`src/rtl/tdc_delay_pkg.sv`:
```
// tdc_delay_pkg: shared delay-word width and FSM encodings for the TDC delay path
package tdc_delay_pkg;
  localparam int DEF_DELAY_W = 15;
  typedef enum logic [1:0] {
    IDLE  = 2'd0,
    COUNT = 2'd1,
    PULSE = 2'd2
  } state_t;
endpackage

```
`src/rtl/delay_pulse_gen_if.sv`:
```
// delay_pulse_gen_if: delay load, trigger and pulse-status bundle of one delay channel
interface delay_pulse_gen_if #(
  parameter int DELAY_W = 15,
  parameter int OVR_W   = 8
);
  logic [DELAY_W-1:0] delay_in;
  logic               delay_load;
  logic               enable;
  logic               trig_in;
  logic               pulse_out;
  logic               busy;
  logic [DELAY_W-1:0] delay_active;
  logic [OVR_W-1:0]   overrun_cnt;
  modport master (
    output delay_in, delay_load, enable, trig_in,
    input  pulse_out, busy, delay_active, overrun_cnt
  );
  modport slave (
    input  delay_in, delay_load, enable, trig_in,
    output pulse_out, busy, delay_active, overrun_cnt
  );
endinterface

```
`src/rtl/sync_rise_detect.sv`:
```
// sync_rise_detect: synchronizes an async input and flags its rising edge for one cycle
module sync_rise_detect #(
  parameter int SYNC_STG = 2
) (
  input  logic clk,
  input  logic resetn,
  input  logic din,
  output logic rise
);
  logic [SYNC_STG-1:0] sync_q;
  logic                last_q;
  always_ff @(posedge clk or negedge resetn)
    if (!resetn) begin
      sync_q <= '0;
      last_q <= 1'b0;
    end else begin
      sync_q <= {sync_q[SYNC_STG-2:0], din};
      last_q <= sync_q[SYNC_STG-1];
    end
  assign rise = sync_q[SYNC_STG-1] & ~last_q;
endmodule

```
`src/rtl/delay_pulse_gen.sv`:
```
// delay_pulse_gen: emits a PULSE_W-cycle pulse a programmable number of cycles after each trigger
module delay_pulse_gen
  import tdc_delay_pkg::*;
#(
  parameter int DELAY_W  = DEF_DELAY_W,
  parameter int PULSE_W  = 8,
  parameter int SYNC_STG = 2,
  parameter int OVR_W    = 8
) (
  input logic          clk,
  input logic          resetn,
  delay_pulse_gen_if.slave bus
);
  localparam int WCNT_W = $clog2(PULSE_W + 1);
  logic               trig_evt;
  state_t             state_q, state_d;
  logic [DELAY_W-1:0] shadow_q, active_q, cnt_q, cnt_d;
  logic [WCNT_W-1:0]  wcnt_q, wcnt_d;
  logic               pulse_q;
  logic [OVR_W-1:0]   ovr_q;
  sync_rise_detect #(.SYNC_STG(SYNC_STG)) u_sync (
    .clk    (clk),
    .resetn (resetn),
    .din    (bus.trig_in),
    .rise   (trig_evt)
  );
  // The run latches the shadow directly, so a load in the trigger cycle lands after the run starts
  always_comb begin
    state_d = state_q;
    cnt_d   = cnt_q;
    wcnt_d  = wcnt_q;
    if (!bus.enable) state_d = IDLE;
    else
      case (state_q)
        IDLE:
          if (trig_evt) begin
            state_d = COUNT;
            cnt_d   = shadow_q;
          end
        COUNT:
          if (cnt_q != '0) cnt_d = cnt_q - 1'b1;
          else begin
            state_d = PULSE;
            wcnt_d  = WCNT_W'(PULSE_W - 1);
          end
        PULSE:
          if (wcnt_q != '0) wcnt_d = wcnt_q - 1'b1;
          else state_d = IDLE;
        default: state_d = IDLE;
      endcase
  end
  always_ff @(posedge clk or negedge resetn)
    if (!resetn) begin
      state_q <= IDLE;
      cnt_q   <= '0;
      wcnt_q  <= '0;
      pulse_q <= 1'b0;
    end else begin
      state_q <= state_d;
      cnt_q   <= cnt_d;
      wcnt_q  <= wcnt_d;
      pulse_q <= state_d == PULSE;
    end
  always_ff @(posedge clk or negedge resetn)
    if (!resetn) begin
      shadow_q <= '0;
      active_q <= '0;
      ovr_q    <= '0;
    end else begin
      if (bus.delay_load) shadow_q <= bus.delay_in;
      if (state_q == IDLE) active_q <= shadow_q;
      if (trig_evt && bus.enable && state_q != IDLE && !(&ovr_q)) ovr_q <= ovr_q + 1'b1;
    end
  assign bus.pulse_out    = pulse_q;
  assign bus.busy         = state_q != IDLE;
  assign bus.delay_active = active_q;
  assign bus.overrun_cnt  = ovr_q;
endmodule

```
`src/flat_wrapper.sv`:
```
// flat-port wrapper written by rule: the top's interface ports become plain ports
module delay_pulse_gen_flat import tdc_delay_pkg::*;
#(
  parameter int DELAY_W  = DEF_DELAY_W,
  parameter int PULSE_W  = 8,
  parameter int SYNC_STG = 2,
  parameter int OVR_W    = 8
)
  (clk, resetn, bus_delay_in, bus_delay_load, bus_enable, bus_trig_in, bus_pulse_out, bus_busy, bus_delay_active, bus_overrun_cnt);
  delay_pulse_gen_if #(.DELAY_W(DELAY_W), .OVR_W(OVR_W)) bus_i ();
  input logic clk;
  input logic resetn;
  input wire logic [$bits(bus_i.delay_in)-1:0] bus_delay_in;
  input wire logic [$bits(bus_i.delay_load)-1:0] bus_delay_load;
  input wire logic [$bits(bus_i.enable)-1:0] bus_enable;
  input wire logic [$bits(bus_i.trig_in)-1:0] bus_trig_in;
  output wire logic [$bits(bus_i.pulse_out)-1:0] bus_pulse_out;
  output wire logic [$bits(bus_i.busy)-1:0] bus_busy;
  output wire logic [$bits(bus_i.delay_active)-1:0] bus_delay_active;
  output wire logic [$bits(bus_i.overrun_cnt)-1:0] bus_overrun_cnt;
  assign bus_i.delay_in = bus_delay_in;
  assign bus_i.delay_load = bus_delay_load;
  assign bus_i.enable = bus_enable;
  assign bus_i.trig_in = bus_trig_in;
  assign bus_pulse_out = bus_i.pulse_out;
  assign bus_busy = bus_i.busy;
  assign bus_delay_active = bus_i.delay_active;
  assign bus_overrun_cnt = bus_i.overrun_cnt;
  delay_pulse_gen #(.DELAY_W(DELAY_W), .PULSE_W(PULSE_W), .SYNC_STG(SYNC_STG), .OVR_W(OVR_W)) u_core (.clk(clk), .resetn(resetn), .bus(bus_i));
endmodule
```
`config.mk`:
```
export PLATFORM = sky130hd
export DESIGN_NAME = delay_pulse_gen_flat
export DESIGN_NICKNAME = d
export VERILOG_FILES = /design/src/rtl/tdc_delay_pkg.sv /design/src/rtl/delay_pulse_gen_if.sv /design/src/rtl/sync_rise_detect.sv /design/src/rtl/delay_pulse_gen.sv /design/src/flat_wrapper.sv
export SDC_FILE = /design/constraint.sdc
export NUM_CORES = 1
export LEC_CHECK = 0
export BUFFER_PORTS_ARGS = -buffer_cell sky130_fd_sc_hd__buf_4
export CAP_MARGIN = 25
export CORE_ASPECT_RATIO = 0.9
export CORE_MARGIN = 4
export CORE_UTILIZATION = 50
export DETAILED_ROUTE_END_ITERATION = 8
export PLACE_DENSITY = 0.69
export REMOVE_ABC_BUFFERS = 1
export SYNTH_ARGS = -nofsm -noshare
export SYNTH_HDL_FRONTEND = slang
export SYNTH_SLANG_ARGS = --single-unit
```
`constraint.sdc`:
```
create_clock -name clk -period 3.23 [get_ports clk]
set_input_delay 0.969 -clock clk [delete_from_list [all_inputs] [get_ports clk]]
set_output_delay 0.969 -clock clk [all_outputs]
set_load 0.02 [all_outputs]
```
==> run summary, run 1 <==
leading cell type by number of instances after synthesis = sky130_fd_sc_hd__dfrtp_1
list of most frequent post-synthesis cells = sky130_fd_sc_hd__dfrtp_1, sky130_fd_sc_hd__mux2_2, sky130_fd_sc_hd__nand2_1
quantity of gates resized following cts = 0
number of enable flip-flop cells after synthesis = 0
clock transition at the registers of the reported paths = 0.07 ns
1st-pass router iterations = 4
H-tree lvl count = 3
synthesized flop and latch total = 63
top-area cell type share of the netlist area = 52.4%
top cell type by total area after synthesis = sky130_fd_sc_hd__dfrtp_1
Final Hold Fails = 0
FP Rows = 26
part of the total power dissipated in the clock network = 33.0%
crit path setup slack, layout = 0.735 ns
peak supply drop = 348 uV
average cell area after synthesis = 11.2 um^2
first-iteration detailed-routing DRC count = 145
total CTS buffers = 9
maximum buffer depth of the clock tree = 2
data arrival time at the worst-slack endpoint = 2.72 ns
max-slew violation count = 0
Switch Pwr = 0.000688 W
number of antenna violations at the first check in global routing = 0
cell at the root of the clock tree = sky130_fd_sc_hd__clkbuf_8
post-DP HPWL = 4.42 mm
final RePlAce weighted congestion = 0.792
master of the slowest instance on the critical path = sky130_fd_sc_hd__o221ai_4
cells along the critical path = inv_1 > ha_1 > or3b_2 > or4_4 > o221ai_4 > o21ai_0 > o311ai_0
sum of buffers and inverters on the critical path = 1
worst skew pair latency = 0.34 ns
global-route total usage across every layer = 18.7%
post-CTS setup buffer count = 0
antenna diode instance count = 0
worst clock skew = 0.00360 ns
Routed Antenna Nets = 0
Mapped Cells = 268
delay of the slowest critical-path stage = 0.48 ns
hold path startpoint = u_core.u_sync.sync_q[0]
wire length of the first global-routing pass = 10.7 mm
switch share = 29.6%
asr flop ratio synth = 100%
endpoint class of the critical path = flip-flop
Post-Place Setup Slack = 0.739 ns
die width = 89.7 um
hold bufs inserted after CTS = 0
sequential area share after synthesis = 52.4%
area grow syn2layout = 20.1%
setup repair after global routing missed its margin = no
worst setup path category = reg2reg
worst hold-check path type = reg2reg
Final Instance Count excl. Fillers = 391
total number of nets in the final design = 344
run status = complete, no violations
maximum fanout along the worst path = 18
layout cell share with drive strength beyond 1 = 31.5%
total of warnings raised by yosys = 0
Gate power share = 21.4%
cell area after synthesis = 3010 um^2
Period minus WS final = 2.50 ns
FF-to-FF Start = u_core.cnt_q[0]
power per cell area = 643 nW/um^2
cell class contributing the biggest share of worst-path delay = simple AND/OR/NAND/NOR gates
top achievable clock speed = 401 MHz
cell-internal power = 0.00163 W
sequential cell fraction of total power = 45.6%
sum of negative setup slack = 0 ns
Vert. Die Dim = 81.6 um
Leakage Power = 1.59 nW
effective utilization at floorplan = 52.2%
count of endpoints failing setup in the final report = 0
detailed-route wire length = 6.29 mm
number of distinct library cells after synthesis = 53
post-route DRC violation count = 0
max-cap violations = 0
total grt overflow = 0
largest net degree at the start of global routing = 64
I/O pins = 45
number of global-route vias before repair = 2222
fraction of the cycle the final worst path needs = 77.2%
via count of the routed design = 2251
top flip-flop cell by instance count after synthesis = sky130_fd_sc_hd__dfrtp_1
mean routed wirelength per cell = 16.1 um
Least-Margin Pin Slew = 0.819 ns
relative max-transition margin = 45.0%
DIE AREA = 7320 um^2
data required time of the worst path = 3.45 ns
top post-synthesis cells by area = sky130_fd_sc_hd__dfrtp_1, sky130_fd_sc_hd__mux2_2, sky130_fd_sc_hd__ha_1, sky130_fd_sc_hd__nand2_1, sky130_fd_sc_hd__nor3_1
number of sinks on the clock net = 63
launching instance or port of the critical path = u_core.cnt_q[0]
CTS tree = yes
vias per std cell = 5.76
critical path startpoint category = flip-flop
number of placed instances with taps included = 375
quantity of I/O buffers inserted on ports = 44
core area = 5760 um^2
power by group through the flow:
stage	registers (W)	clock network (W)	logic, W
6_report	0.00106	0.000767	0.000496
5_1_grt	0.00108	0.000823	0.000546
4_1_cts	0.00106	0.000786	0.000501
3_5_place_dp	0.00107	0	0.000499
3_3_place_gp	0.00106	0	0.000484
2_1_floorplan	0.00108	0	0.000273
layout by cell type, fill, tap and decap left out, drive strengths merged, types with 2 or more instances in the layout:
cell / instances
o21ai: 14
nand3: 6
o22a: 3
o311a: 2
clkinv: 2
dfrtp: 63
nand4: 2
nor4: 4
nor3b: 3
xnor2: 2
or2: 3
xor2: 5
inv: 13
nor2: 12
o221ai: 2
ha: 8
a31oi: 5
bufinv: 2
or4: 3
clkbuf: 13
o211ai: 2
buf: 47
nand2: 22
or3b: 2
a211oi: 2
a21oi: 13
a221oi: 4
nor3: 13
mux2: 29
or3: 5
flip-flops by register name (all words and copies together) (netlist names):
signal	cells
u_core.bus.delay_active	15
u_core.u_sync.sync_q	2
u_core.u_sync.last_q	1
u_core.state_q	2
u_core.cnt_q	15
u_core.bus.overrun_cnt	8
u_core.bus.pulse_out	1
u_core.shadow_q	15
u_core.wcnt_q	4
stage by stage:
stage               utilization (%)  hold slack [ns]  total power, W  cell area (um^2)
floorplan                         -            0.331         0.00136              2950
global placement               58.8            0.334         0.00155              3390
detailed placement             58.8            0.338         0.00157              3390
CTS                            62.7            0.349         0.00234              3610
global route                   62.7            0.363         0.00245              3610
finish                         62.7            0.351         0.00232              3610
per-layer routing:
| layer | share of wire (%) | vias to the layer above | global-route usage, % |
|---|---|---|---|
| met2 | 48 | 59 | 30.2 |
| li1 | - | 1081 | - |
| met3 | 5.3 | 7 | 5.59 |
| met4 | 1.3 | 0 | 5.97 |
| met1 | 46 | 1104 | 24.6 |
| met5 | 0 | - | 0 |
layout make-up:
class                      instances  area [um^2]
multi-input combinational        181         1320
sequential                        63         1580
clock buffer                      13          159
timing repair buffer              47          353
tap                               70         87.6
fill                             485         2150
inverter                          14         52.6
clock inverter                     3         65.1
final timing paths:
kind	to	slack, ns	depth (start not counted)
max in group asynchronous	u_core.bus.delay_active[1]	1.99	1
max reg2reg	u_core.cnt_q[8]	0.73	7
min in group asynchronous	u_core.bus.overrun_cnt[7]	0.71	1
min reg2reg	u_core.u_sync.sync_q[1]	0.35	0
max	u_core.cnt_q[8]	0.73	7
min	u_core.u_sync.sync_q[1]	0.35	0
cell families after synthesis:
family | after synthesis | share of synthesized area (%)
AND/OR/NAND/NOR | 79 | 13.6
AO/OA/AOI/OAI | 58 | 13.9
adder cells (fa/ha/maj) | 8 | 3.33
flip-flops | 63 | 52.4
buffers and inverters | 24 | 3.79
multiplexers | 29 | 10.9
XOR/XNOR | 7 | 2.04
(Power assumes the default switching activity.)
==> inputs of run 2 (changes only) <==
--- a/config.mk
+++ b/config.mk
@@ -11,7 +11,7 @@
 export CORE_MARGIN = 4
 export CORE_UTILIZATION = 50
 export DETAILED_ROUTE_END_ITERATION = 8
-export PLACE_DENSITY = 0.69
+export PLACE_DENSITY = 0.72
 export REMOVE_ABC_BUFFERS = 1
 export SYNTH_ARGS = -nofsm -noshare
 export SYNTH_HDL_FRONTEND = slang
==> constraint.sdc (replaced) <==
create_clock -name clk -period 2.2 [get_ports clk]
set_input_delay 0.66 -clock clk [delete_from_list [all_inputs] [get_ports clk]]
set_output_delay 0.66 -clock clk [all_outputs]
set_load 0.02 [all_outputs]
==> run 2 against run 1 <==
Compared with the run above: the run now ends with negative setup slack left; register-to-register slack got worse by 0.74 ns; clock power grew 15%; highest routed layer unchanged; global-route usage up 1.8 points; sequential share of layout area is 3.9 points lower; critical path depth up 1; wire length is 12% higher; setup slack worse by 0.74 ns; power grew 50%; fmax is 13% higher; via count grew 7.3%; cell area up 9.8%; hold slack worse by 0.11 ns.
==> run summary, run 2 (synthesis results as in run 1) <==
run status = finished, violations left
violations in the final reports = negative setup slack
maximum fanout along the worst path = 6 (-12)
Routed Antenna Nets = 0 (unchanged)
FP Rows = 26 (unchanged)
layout cell share with drive strength beyond 1 = 43.5% (+12 points)
endpoint class of the critical path = flip-flop
final RePlAce weighted congestion = 0.932 (+18%)
CTS tree = yes
cell at the root of the clock tree = sky130_fd_sc_hd__clkbuf_8
clock transition at the registers of the reported paths = 0.08 ns (about the same)
Final Hold Fails = 0 (unchanged)
detailed-route wire length = 7.07 mm (+12%)
part of the total power dissipated in the clock network = 25.4% (-7.6 points)
post-DP HPWL = 4.73 mm (+7.1%)
total grt overflow = 0 (unchanged)
Period minus WS final = 2.20 ns (-0.292 ns)
vias per std cell = 5.70 (-1.1%)
Switch Pwr = 0.00118 W (+71%)
count of endpoints failing setup in the final report = 1 (+1)
sequential cell fraction of total power = 44.0% (-1.6 points)
number of sinks on the clock net = 63 (unchanged)
met1 wire length = 3.21 mm (+11%)
total number of nets in the final design = 377 (+9.6%)
max-cap violations = 0 (unchanged)
largest net degree at the start of global routing = 34 (-47%)
sum of buffers and inverters on the critical path = 2 (+1)
Leakage Power = 1.76 nW (+10%)
delay of the slowest critical-path stage = 0.44 ns (-0.04 ns)
number of global-route vias before repair = 2373 (+6.8%)
switch share = 33.8% (+4.2 points)
data arrival time at the worst-slack endpoint = 2.44 ns (-0.28 ns)
commonest non-fill, non-tap cell in the layout = sky130_fd_sc_hd__buf_4
effective utilization at floorplan = 52.2% (unchanged)
routed wire length on met3 = 319 um (-3.9%)
top achievable clock speed = 454 MHz (+13%)
max-slew violation count = 0 (unchanged)
H-tree lvl count = 3 (unchanged)
die width = 89.7 um (unchanged)
global-route total usage across every layer = 20.5% (+1.8 points)
data required time of the worst path = 2.43 ns (-1.02 ns)
post-route DRC violation count = 0 (unchanged)
worst clock skew = 0.00709 ns (+0.00349 ns)
overall power after layout = 0.00348 W (+50%)
mean routed wirelength per cell = 16.7 um (+3.7%)
number of antenna violations at the first check in global routing = 0 (unchanged)
first-iteration detailed-routing DRC count = 167 (+15%)
critical path startpoint category = flip-flop
cell class contributing the biggest share of worst-path delay = simple AND/OR/NAND/NOR gates
cells along the critical path = inv_2 > ha_4 > or3b_4 > or4_4 > o221ai_4 > buf_12 > a21oi_2 > o22a_2
power per cell area = 878 nW/um^2 (+37%)
cell-internal power = 0.00230 W (+41%)
worst hold-check path type = in2async
Least-Margin Pin Slew = 0.434 ns (-0.384 ns)
DIE AREA = 7320 um^2 (unchanged)
core area = 5760 um^2 (unchanged)
via count of the routed design = 2415 (+7.3%)
worst skew pair latency = 0.35 ns (about the same)
number of filler cells placed in the layout = 432 (-11%)
Worst Hold Margin = 0.243 ns (-0.108 ns)
core utilization of the finished layout = 68.9% (+6.2 points)
quantity of I/O buffers inserted on ports = 44 (unchanged)
detailed-routed wire length on met2 = 3.43 mm (+15%)
Final Instance Count excl. Fillers = 424 (+8.4%)
fraction of the cycle the final worst path needs = 100% (+23 points)
peak supply drop = 570 uV (+64%)
highest-count cells in the layout ignoring fill and taps = sky130_fd_sc_hd__buf_4, sky130_fd_sc_hd__dfrtp_1, sky130_fd_sc_hd__mux2_2
crit path setup slack, layout = -0.00319 ns (-0.738 ns)
master of the slowest instance on the critical path = sky130_fd_sc_hd__or4_4
area grow syn2layout = 31.9%
setup repair after global routing missed its margin = yes
antenna diode instance count = 0 (unchanged)
Vert. Die Dim = 81.6 um (unchanged)
relative max-transition margin = 71.0% (+26 points)
Gate power share = 30.6% (+9.2 points)
Max Used Layer = met4
total CTS buffers = 9 (unchanged)
1st-pass router iterations = 4 (unchanged)
maximum buffer depth of the clock tree = 2 (unchanged)
wire length of the first global-routing pass = 11.7 mm (+9.8%)
I/O pins = 45 (unchanged)
number of placed instances with taps included = 399 (+6.4%)
worst setup path category = reg2reg
-- run 2: changes by cell type in the layout (fill, tap and decap cells not counted), moves of 3 or more --
| cell | change |
|---|---|
| sky130_fd_sc_hd__a221oi_1 | -3 |
| sky130_fd_sc_hd__a221oi_2 | +3 |
| sky130_fd_sc_hd__buf_4 | +26 |
| sky130_fd_sc_hd__buf_6 | +3 |
| sky130_fd_sc_hd__clkinvlp_4 | +4 |
| sky130_fd_sc_hd__o21ai_0 | -9 |
| sky130_fd_sc_hd__o21ai_1 | +6 |
| sky130_fd_sc_hd__o21ai_2 | +3 |
-- run 2: metrics by stage --
stage	setup slack (ns)	instance area (um^2)	setup TNS, ns
final	-0.00319	3970	-0.00319
after global routing	-0.0791	3970	-0.435
after CTS	-0.0591	3870	-0.166
after detailed placement	-0.0711	3590	-0.269
after global placement	-0.0221	3590	-0.0286
after floorplan	-0.114	2950	-0.738
-- run 2: per-layer routing --
layer  GRT usage, %  vias up
met5              0        -
met4           6.89        0
met3           6.04       14
met2           33.0       64
met1           26.9     1186
li1               -     1151
-- run 2: path summary, 6_finish.rpt --
check                                                  to  cells after the start                    start  slack [ns]
worst max-delay path                     u_core.cnt_q[13]                      8          u_core.cnt_q[0]      -0.003
worst min-delay path            u_core.bus.overrun_cnt[7]                      1                   resetn        0.24
worst max register to register           u_core.cnt_q[13]                      8          u_core.cnt_q[0]      -0.003
worst min register to register    u_core.u_sync.sync_q[1]                      0  u_core.u_sync.sync_q[0]        0.37
max in group asynchronous                u_core.cnt_q[13]                      2                   resetn        1.43
min in group clk                  u_core.u_sync.sync_q[1]                      0  u_core.u_sync.sync_q[0]        0.37
-- run 2: worst register-to-register path, stage by stage (launching register included) --
cell	delay (ns)
sky130_fd_sc_hd__dfrtp_1	0.40
sky130_fd_sc_hd__inv_2	0.08
sky130_fd_sc_hd__ha_4	0.13
sky130_fd_sc_hd__or3b_4	0.36
sky130_fd_sc_hd__or4_4	0.44
sky130_fd_sc_hd__o221ai_4	0.26
sky130_fd_sc_hd__buf_12	0.17
sky130_fd_sc_hd__a21oi_2	0.04
sky130_fd_sc_hd__o22a_2	0.22
-- run 2: what timing repair did --
item                       4_1_cts  5_1_grt
cloned                           1        0
hold buffers                     0        0
resized for setup               13       26
setup endpoints to repair        8       15
pin swaps                        6        9
setup buffers                    7        1
-- run 2: cell type report --
cell class | instances | area, um^2 | area share [%]
Clock inverter | 7 | 48.8 | 1.23
Inverter | 14 | 52.6 | 1.33
Clock buffer | 9 | 124 | 3.12
Multi-Input combinational cell | 181 | 1410 | 35.7
Sequential cell | 63 | 1580 | 39.8
Timing Repair Buffer | 80 | 662 | 16.7
Tap cell | 70 | 87.6 | 2.21
-- run 2: power by group through the flow --
stage	sequential [W]	combinational, W	clock [W]
floorplan	0.00159	0.000401	0
global placement	0.00153	0.000880	0
detailed placement	0.00153	0.000898	0
CTS	0.00152	0.000972	0.000917
global route	0.00156	0.00115	0.000981
finish	0.00153	0.00106	0.000885
==> inputs of run 3 (changes only) <==
--- a/config.mk
+++ b/config.mk
@@ -11,6 +11,7 @@
 export CORE_MARGIN = 4
 export CORE_UTILIZATION = 50
 export DETAILED_ROUTE_END_ITERATION = 8
+export GPL_TIMING_DRIVEN = 0
 export PLACE_DENSITY = 0.72
 export REMOVE_ABC_BUFFERS = 1
 export SYNTH_ARGS = -nofsm -noshare
==> run 3 against run 2 <==
Compared with the run above: the run still ends with negative setup slack left; clock power fell by 0.5%; sequential power rose by 3%; wire length fell by 5.6%; highest routed layer unchanged; fmax fell by 0.90%; register-to-register slack got worse by 0.02 ns; setup slack got worse by 0.020 ns; global-route usage fell by 1.3 points; critical path depth did not move; clock-buffer cell count rose by 4; largest power group unchanged; utilization fell by 4.1 points; power fell by 5.7%; sequential share of layout area rose by 2.6 points; critical endpoint unchanged.
==> run summary, run 3 (synthesis results as in run 1) <==
fraction of the cycle the final worst path needs = 101% (+0.91 points)
critical path startpoint category = flip-flop
1st-pass router iterations = 4 (unchanged)
top achievable clock speed = 450 MHz (-0.90%)
Final Hold Fails = 0 (unchanged)
global-route total usage across every layer = 19.2% (-1.3 points)
die width = 89.7 um (unchanged)
Leakage Power = 1.63 nW (-7.3%)
number of global-route vias before repair = 2235 (-5.8%)
worst hold-check path type = reg2reg
FP Rows = 26 (unchanged)
total CTS buffers = 9 (unchanged)
number of filler cells placed in the layout = 477 (+10%)
setup slack, reg-to-reg = -0.02 ns (-0.02 ns)
post-DP HPWL = 4.19 mm (-11%)
highest-count cells in the layout ignoring fill and taps = sky130_fd_sc_hd__dfrtp_1, sky130_fd_sc_hd__buf_4, sky130_fd_sc_hd__mux2_2
maximum fanout along the worst path = 6 (unchanged)
area occupied by multi-input gates = 1410 um^2 (-0.62%)
wire length of the first global-routing pass = 11.1 mm (-5.6%)
max-cap violations = 0 (unchanged)
Period minus WS final = 2.22 ns (+0.0199 ns)
power per cell area = 881 nW/um^2 (+0.32%)
detailed-route wire length = 6.68 mm (-5.6%)
endpoint class of the critical path = flip-flop
worst r2r path cells = 8 (unchanged)
data arrival time at the worst-slack endpoint = 2.46 ns (+0.02 ns)
core area = 5760 um^2 (unchanged)
total grt overflow = 0 (unchanged)
sequential cell area = 1580 um^2 (about the same)
final RePlAce weighted congestion = 0.809 (-13%)
Least-Margin Pin Slew = 0.854 ns (+0.419 ns)
setup repair after global routing missed its margin = yes
first-iteration detailed-routing DRC count = 196 (+17%)
largest net degree at the start of global routing = 64 (+88%)
area grow syn2layout = 24.0%
via count of the routed design = 2310 (-4.3%)
Routed Antenna Nets = 0 (unchanged)
H-tree lvl count = 3 (unchanged)
vias per std cell = 5.79 (+1.6%)
core utilization of the finished layout = 64.7% (-4.1 points)
layout cell share with drive strength beyond 1 = 37.7% (-5.8 points)
Post-Place Setup Slack = -0.730 ns (-0.659 ns)
CTS tree = yes
effective utilization at floorplan = 52.2% (unchanged)
sum of negative setup slack = -0.0231 ns (-0.0199 ns)
quantity of I/O buffers inserted on ports = 44 (unchanged)
endpoint of the worst-slack reg-to-reg timing path = u_core.cnt_q[13]
worst setup path category = reg2reg
violations in the final reports = negative setup slack
number of antenna violations at the first check in global routing = 0 (unchanged)
data required time of the worst path = 2.44 ns (about the same)
relative max-transition margin = 42.6% (-28 points)
total number of nets in the final design = 354 (-6.1%)
post-route DRC violation count = 0 (unchanged)
hold path depth = 0
destination of the worst hold path = u_core.u_sync.sync_q[1]
count of endpoints failing setup in the final report = 1 (unchanged)
hold path startpoint = u_core.u_sync.sync_q[0]
crit path setup slack, layout = -0.0231 ns (-0.0199 ns)
cell at the root of the clock tree = sky130_fd_sc_hd__clkbuf_8
I/O pins = 45 (unchanged)
worst skew pair latency = 0.35 ns (about the same)
DIE AREA = 7320 um^2 (unchanged)
worst clock skew = 0.00558 ns (-0.00151 ns)
antenna diode instance count = 0 (unchanged)
maximum buffer depth of the clock tree = 2 (unchanged)
mean routed wirelength per cell = 16.7 um (+0.33%)
clock transition at the registers of the reported paths = 0.07 ns (about the same)
run status = finished, violations left
Vert. Die Dim = 81.6 um (unchanged)
commonest non-fill, non-tap cell in the layout = sky130_fd_sc_hd__dfrtp_1
FF-to-FF Start = u_core.cnt_q[0]
number of sinks on the clock net = 63 (unchanged)
max-slew violation count = 0 (unchanged)
peak supply drop = 768 uV (+35%)
==> run 3: cell types whose count changed in the layout (fill, tap and decap cells not counted), sizes merged <==
cell      change
buf          -22
clkinv        -1
clkinvlp      -4
clkbuf        +3
inv           -1
==> run 3: critical path, cell delays in order, from the launching register on <==
cell	delay, ns
sky130_fd_sc_hd__dfrtp_1	0.40
sky130_fd_sc_hd__inv_2	0.09
sky130_fd_sc_hd__ha_4	0.14
sky130_fd_sc_hd__or3b_4	0.36
sky130_fd_sc_hd__or4_4	0.47
sky130_fd_sc_hd__o221ai_4	0.23
sky130_fd_sc_hd__buf_6	0.17
sky130_fd_sc_hd__a21oi_2	0.04
sky130_fd_sc_hd__o22a_2	0.22
==> run 3: through the flow <==
step	hold slack [ns]	std cells	total power [W]	instance area [um^2]
2_1_floorplan	0.331	258	0.00199	2950
3_3_place_gp	0.334	372	0.00225	3360
3_5_place_dp	0.350	372	0.00228	3360
4_1_cts	0.365	396	0.00327	3680
5_1_grt	0.377	399	0.00346	3730
6_report	0.360	399	0.00328	3730
==> run 3: worst max path at each step <==
stage	cells after the start	startpoint	to
global placement	6	u_core.state_q[1]	u_core.cnt_q[6]
global route	8	u_core.cnt_q[0]	u_core.cnt_q[13]
CTS	4	u_core.state_q[1]	bus_busy
detailed placement	6	u_core.state_q[0]	u_core.cnt_q[6]
finish	8	u_core.cnt_q[0]	u_core.cnt_q[13]
floorplan	7	u_core.state_q[0]	u_core.cnt_q[13]
==> run 3: where the power goes <==
group	internal, W	switching (W)	leakage, nW
sequential	0.00135	0.000213	0.757
clock	0.000457	0.000424	0.0854
combinational	0.000412	0.000423	0.787
total	0.00222	0.00106	1.63
==> run 3: per-layer routing <==
layer / share of wire, % / up-vias / wire length [um] / track usage [%]
li1: - / 1100 / - / -
met1: 45 / 1144 / 3030 / 25.2
met2: 48 / 53 / 3220 / 30.4
met3: 4.7 / 13 / 315 / 6.14
met4: 1.6 / 0 / 106 / 6.74
met5: 0 / - / 0 / 0
==> run 3: repair_timing <==
action | 4_1_cts | 5_1_grt
hold buffers | 0 | 0
buffers inserted | 9 | 3
pin swaps | 9 | 6
setup endpoints to repair | 26 | 18
resized for setup | 20 | 8
cloned | 1 | 0
==> run 3: layout make-up <==
class / instances / share of cell area [%]
Clock buffer: 13 / 4.26
Clock inverter: 1 / 0.134
Inverter: 14 / 1.41
Multi-Input combinational cell: 181 / 37.7
Sequential cell: 63 / 42.3
Tap cell: 70 / 2.35
Timing Repair Buffer: 57 / 11.8
